<file path="config.mk">
export PLATFORM = sky130hd
export DESIGN_NAME = bit_population_counter_stream
export DESIGN_NICKNAME = d
export VERILOG_FILES = /design/src/rtl/bit_population_counter_stream.sv
export SDC_FILE = /design/constraint.sdc
export NUM_CORES = 1
export LEC_CHECK = 0
export ABC_AREA = 1
export CAP_MARGIN = 20
export CORE_ASPECT_RATIO = 0.9
export CORE_MARGIN = 2
export CORE_UTILIZATION = 59
export CTS_CLUSTER_SIZE = 30
export DETAILED_ROUTE_END_ITERATION = 8
export PLACE_DENSITY = 0.95
export RECOVER_POWER = 100
export SLEW_MARGIN = 15
export SYNTH_ARGS = -nofsm -noshare
export SYNTH_HDL_FRONTEND = slang
export SYNTH_SLANG_ARGS = --single-unit
</file>
<file path="constraint.sdc">
create_clock -name clk_i -period 13.4 [get_ports clk_i]
set_input_delay 2.01 -clock clk_i [delete_from_list [all_inputs] [get_ports clk_i]]
set_output_delay 2.01 -clock clk_i [all_outputs]
set_load 0.005 [all_outputs]
</file>
<file path="src/rtl/bit_population_counter_stream.sv">
// Streaming popcount with a PIPE_SIZE-stage balanced adder tree and a saturating per-frame accumulator.
// Count mode is folded into the first stage by inverting the word, so no mode bit rides the pipeline.
module bit_population_counter_stream #(
    parameter int WIDTH     = 128,
    parameter int PIPE_SIZE = 2,
    parameter int ACC_WIDTH = 16
) (
    input  logic                     clk_i,
    input  logic                     arst_n_i,
    input  logic [WIDTH-1:0]         data_i,
    input  logic                     data_val_i,
    input  logic                     data_last_i,
    input  logic                     mode_i,
    output logic                     data_ready_o,
    output logic [$clog2(WIDTH):0]   data_o,
    output logic                     data_val_o,
    output logic                     data_last_o,
    output logic [ACC_WIDTH-1:0]     frame_cnt_o,
    output logic                     frame_ovf_o,
    input  logic                     data_ready_i
);

    localparam int LEVELS = $clog2(WIDTH);
    localparam int CNT_W  = LEVELS + 1;
    localparam int NPAD   = 1 << LEVELS;
    localparam int NG_MAX = NPAD >> (LEVELS / PIPE_SIZE);
    localparam int SUM_W  = ACC_WIDTH + 1;

    // Tree level reached at the output of stage s; levels are spread evenly over the stages.
    function automatic int stage_lvl(input int s);
        return ((s + 1) * LEVELS) / PIPE_SIZE;
    endfunction

    logic [NPAD-1:0]      bits_in;
    logic [CNT_W-1:0]     grp_q [PIPE_SIZE][NG_MAX];
    logic [CNT_W-1:0]     grp_d [PIPE_SIZE][NG_MAX];
    logic [PIPE_SIZE-1:0] val_q, val_d;
    logic [PIPE_SIZE-1:0] last_q, last_d;
    logic [ACC_WIDTH-1:0] acc_q, acc_d;
    logic                 ovf_q, ovf_d;
    logic [SUM_W-1:0]     sum_full;
    logic                 sat;
    logic                 out_hs;

    assign data_val_o   = val_q[PIPE_SIZE-1];
    assign data_last_o  = last_q[PIPE_SIZE-1];
    assign data_o       = grp_q[PIPE_SIZE-1][0];
    assign data_ready_o = !data_val_o || data_ready_i;
    assign out_hs       = data_val_o && data_ready_i;

    always_comb begin
        bits_in = '0;
        bits_in[WIDTH-1:0] = mode_i ? ~data_i : data_i;
    end

    always_comb begin
        grp_d  = grp_q;
        val_d  = val_q;
        last_d = last_q;
        if (data_ready_o) begin
            for (int s = 0; s < PIPE_SIZE; s++) begin
                for (int g = 0; g < NG_MAX; g++) begin
                    grp_d[s][g] = '0;
                end
            end
            for (int g = 0; g < (NPAD >> stage_lvl(0)); g++) begin
                for (int b = 0; b < (1 << stage_lvl(0)); b++) begin
                    grp_d[0][g] = grp_d[0][g] + CNT_W'(bits_in[g * (1 << stage_lvl(0)) + b]);
                end
            end
            for (int s = 1; s < PIPE_SIZE; s++) begin
                for (int g = 0; g < (NPAD >> stage_lvl(s)); g++) begin
                    for (int r = 0; r < (1 << (stage_lvl(s) - stage_lvl(s - 1))); r++) begin
                        grp_d[s][g] = grp_d[s][g]
                            + grp_q[s - 1][g * (1 << (stage_lvl(s) - stage_lvl(s - 1))) + r];
                    end
                end
            end
            val_d  = (val_q << 1) | PIPE_SIZE'(data_val_i);
            last_d = (last_q << 1) | PIPE_SIZE'(data_val_i && data_last_i);
        end
    end

    always_comb begin
        sum_full    = {1'b0, acc_q} + SUM_W'(data_o);
        sat         = sum_full[ACC_WIDTH];
        frame_cnt_o = sat ? '1 : sum_full[ACC_WIDTH-1:0];
        frame_ovf_o = sat || ovf_q;
        acc_d       = acc_q;
        ovf_d       = ovf_q;
        if (out_hs) begin
            if (data_last_o) begin
                acc_d = '0;
                ovf_d = 1'b0;
            end else begin
                acc_d = frame_cnt_o;
                ovf_d = frame_ovf_o;
            end
        end
    end

    always_ff @(posedge clk_i or negedge arst_n_i) begin
        if (!arst_n_i) begin
            grp_q  <= '{default: '0};
            val_q  <= '0;
            last_q <= '0;
            acc_q  <= '0;
            ovf_q  <= 1'b0;
        end else begin
            grp_q  <= grp_d;
            val_q  <= val_d;
            last_q <= last_d;
            acc_q  <= acc_d;
            ovf_q  <= ovf_d;
        end
    end

endmodule

</file>
* After elaboration in Yosys (flattened, before gate mapping)
Index checks and enable logic that the tools add are counted.
Storage, ports and cells: register bits after elaboration 157, output and inout port bits 28, word-level logic and storage cells 161, input port bits 134
Cells by class: reductions and logical operators 5, bitwise logic cells 3, mux-type cells 4, add/subtract/negate cells 128
Operators with widths (number):
- $add A7 B1 Y8 | 16
- $mux W128 | 1
- $not A128 Y128 | 1
- $add A8 B8 Y8 | 15
- $add A6 B1 Y7 | 16
- $add A5 B1 Y6 | 16
- $add A4 B1 Y5 | 16
- $add A3 B1 Y4 | 16
- $add A2 B1 Y3 | 16
- $add A1 B1 Y2 | 16
- $mux W16 | 2
- $add A16 B8 Y17 | 1
- $or A2 B1 Y2 | 2
- $logic_and A1 B1 Y1 | 2
- $logic_or A1 B1 Y1 | 2
- $logic_not A1 Y1 | 1
- $mux W1 | 1

* Depth between registers and ports, before layout
depth after elaboration 15, gate-level depth with buffers 20, mapped depth without buffers 20

* Worst setup path before layout
OpenSTA, ideal clock, no wires.
kind input to register, start input mode_i, end register grp_q[162] (netlist name), data arrival time 5.001 ns, setup time 0.133 ns, setup slack 8.266 ns, path buffers 2, stages 11, required time 13.267 ns, path through buf_2 > buf_2 > xnor2_1 > fa_1 > fa_1 > fa_1 > inv_1 > ha_1 > fa_1 > xnor2_1 > o21ai_0
Between the ends: longest elaborated chain between the ends 8
Ends and longest elaborated chain:
- from (decl) | RTL line 13 | input logic mode_i,
- $mux W128 * | RTL line 53 | bits_in[WIDTH-1:0] = mode_i ? ~data_i : data_i;
- $add A1 B1 Y2 | RTL line 68 | grp_d[0][g] = grp_d[0][g] + CNT_W'(bits_in[g * (1 << stage_lvl(0)) + b]);
- $add A2 B1 Y3 | RTL line 68
- $add A3 B1 Y4 | RTL line 68
- $add A4 B1 Y5 | RTL line 68
- $add A5 B1 Y6 | RTL line 68
- $add A6 B1 Y7 | RTL line 68
- $add A7 B1 Y8 * | RTL line 68
- to (signal assigned) | RTL line 110 | grp_q <= grp_d;
- to (decl) | RTL line 35 | logic [CNT_W-1:0] grp_q [PIPE_SIZE][NG_MAX];
Mark *: on every way between the ends. The rest lies on a longest branch, timed or not. A chain may end at the register's enable or synchronous reset.

* Worst setup path after layout
start input data_ready_i, end output data_ready_o
Between the ends: longest elaborated chain between the ends 1
Ends and longest elaborated chain:
- from (decl) | RTL line 20 | input logic data_ready_i
- $logic_or A1 B1 Y1 | RTL line 48 | assign data_ready_o = !data_val_o || data_ready_i;
- to (decl) | RTL line 14 | output logic data_ready_o,
Every way passes these cells.

==> out/metrics.yaml <==
muxShareOfSynthArea: 0
criticalPathCategory: "input port to output port"
worst_slew_pin_slew_ns: 4.019
hpwl_mm: 16.37
grt_pass1_wl_mm: 34.50
n_antenna_cell: 0
hp-start: "val_q[0]"
synthSimpleGateAreaFrac: 0.1409
cts_max_level: 3
synth.top_cell.area_share: 0.2491
wirelength_mm: 20.37
cp-end-kind: "output port"
remaining_drc_errors: 0
grt_antenna_before_repair: 0
tritoncts: "yes"
rsz0062_at_grt: "no"
synth_top_family_by_area: "adder cells"
grtUsageTotal: 0.2637
ios: 162
synthCells: 1015
syn_area_mm2: 0.009404
cts_setup_buffers: 0
drt_iter0_drc: 361
setup_violations: 0
initial_core_util: 0.6069
drive_above_1_share: 0.03030
start_kind: "input port"
overflow: 0
root_buffer: "clkbuf_16"
setup_slack_ns: 4.072
cts_buffers: 9
synthArstFlopShare: 1.000
synthToLayoutAreaGrowth_pct: 20.50
critPathMaxFanout: 87
postCtsHoldBufs: 0
hold_class: "flip-flop to flip-flop"
syn-num-nets: 1339
finClkSkew_ns: 0.007716
ys_ff_latch: 93
placed_area_mm2: 0.01108
ff2ff_path_depth: 19
cts_buffer_depth: 2
fp.coreArea_mm2: 0.01549
worst_ep_arrival_time_ns: 7.32
final_nets: 1474
setup-tns-final_ns: 0
synth_seq_area_share: 0.2475
fp.dieArea_mm2: 0.01697
wire_per_inst_um: 15.01
cts_resized: 0
avgSynthCellArea_um2: 9.265
fp.dieW_um: 137.1
rr_startpoint: "grp_q[178]"
synth_edf_count: 0
synth_compound_area_frac: 0.04125
ant_nets: 0
final_area_mm2: 0.01133
fmax_ghz: 0.1072
synth_area_leader_cell: "fa_1"
violations: "capacitance limit, slew limit"
synth_warnings: 0
ys.flop_type: "dfrtp_1"
vias_per_cell: 5.162
synthAdderAreaFrac: 0.3462
status: "complete, but fails checks"
relSlewSlack: -1.679
synth.distinct_cells: 32
num_rows: 43
cp.required_ns: 11.39
port_buffers: 161
min_to: "val_q[1]"
finalHoldViolCount: 0
hold_path_depth: 2
grt_pass1_vias: 7578
cts.sinks: 93
r2r_end: "data_o[6]"
grt_max_degree: 88
first_pass_iters: 5
place_ws_ns: 6.823
synth-xor-area-share: 0.1378
period_needed_ns: 9.328
clock_latency_ns: 0.35
place_congestion: 0.8790
die_y_um: 123.8
maxCapViolations: 4
vias: 7005
r2r_slack_ns: 8.23
fin_crit_sh: 0.6961
synth.area.top_cells: "fa_1, dfrtp_1, xor2_1"
slew_violations: 249
cts.clk_slew.worst_paths_ns: 0.07
-- routing by layer --
metal / part of all wire / vias to the layer above / routed length (µm) / GRT usage
met5: 0 / - / 0 / 0
met4: 0.032 / 0 / 643 / 0.09665
met3: 0.049 / 53 / 1007 / 0.05576
met2: 0.53 / 211 / 10760 / 0.4795
met1: 0.39 / 3392 / 7964 / 0.3077
li1: - / 3349 / - / -
-- synthesized netlist by cell type, types with 5 or more instances --
master,instances
fa_1,117
nor2_1,11
ha_1,73
buf_2,19
dfrtp_1,93
inv_1,158
nand2_1,247
xor2_1,110
o22ai_1,12
clkbuf_1,10
nand3_1,24
buf_4,8
xnor2_1,38
a21oi_1,20
or2_2,5
nand3_2,7
o21ai_0,36
-- worst max-delay path by stage --
stage,from,end
after floorplan,mode_i,grp_q[162]
after global placement,data_ready_i,data_ready_o
after detailed placement,data_ready_i,data_ready_o
after CTS,data_ready_i,data_ready_o
after global routing,data_ready_i,data_ready_o
final,data_ready_i,data_ready_o
-- metrics by stage --
step	std cells	hold slack, ns	utilization
floorplan	1015	0.4198	-
global placement	1340	0.4303	0.7152
detailed placement	1340	0.4413	0.7152
CTS	1356	0.4597	0.7343
global route	1357	0.4822	0.7313
finish	1357	0.4527	0.7313
-- flip-flops by register name, indices dropped and copies added, names as in the netlist --
signal and flops:
acc_q 16, data_o 8, grp_q 64, last_q 2, ovf_q 1, val_q 2
-- layout make-up --
class | instances | area (µm²)
clock buffer | 10 | 239.0
clock inverter | 6 | 56.30
fill | 1044 | 4163
inverter | 159 | 596.8
multi-input combinational | 722 | 6222
sequential | 93 | 2327
tap | 202 | 252.7
timing repair buffer | 165 | 1638
-- cells by family after synthesis --
logic type,Yosys count
flops,93
xor+xnor,148
fa+ha+maj,190
simple gates,312
buf+inv,200
compound gates,72
-- worst max-delay path, stage by stage --
cell           delay [ns]
dlygate4sd3_1        0.59
nor2_4               0.11
clkbuf_1             2.46
inv_2                0.96
buf_12               0.48
dlygate4sd3_1        0.60
-- placed cells by master (no fill, tap or decap), types with 2 or more instances in the layout --
cell type        instances
inv_1                  157
fa_1                   117
dlygate4sd3_1           19
inv_6                    3
inv_2                    2
clkbuf_16                9
nand3b_1                 3
xor2_1                 110
nand3_1                 31
a21oi_1                 20
nor2_2                   4
clkbuf_1                 4
clkdlybuf4s50_1        140
dfrtp_1                 93
o21ai_0                 36
nor2_1                  10
o22ai_1                 12
nand2_1                250
xnor2_1                 38
or2_2                    5
ha_1                    73
nand4_1                  3
Power is left out: the tool's default activity adds up to more than one toggle a clock period on the data nets, which glitch-free logic cannot reach.
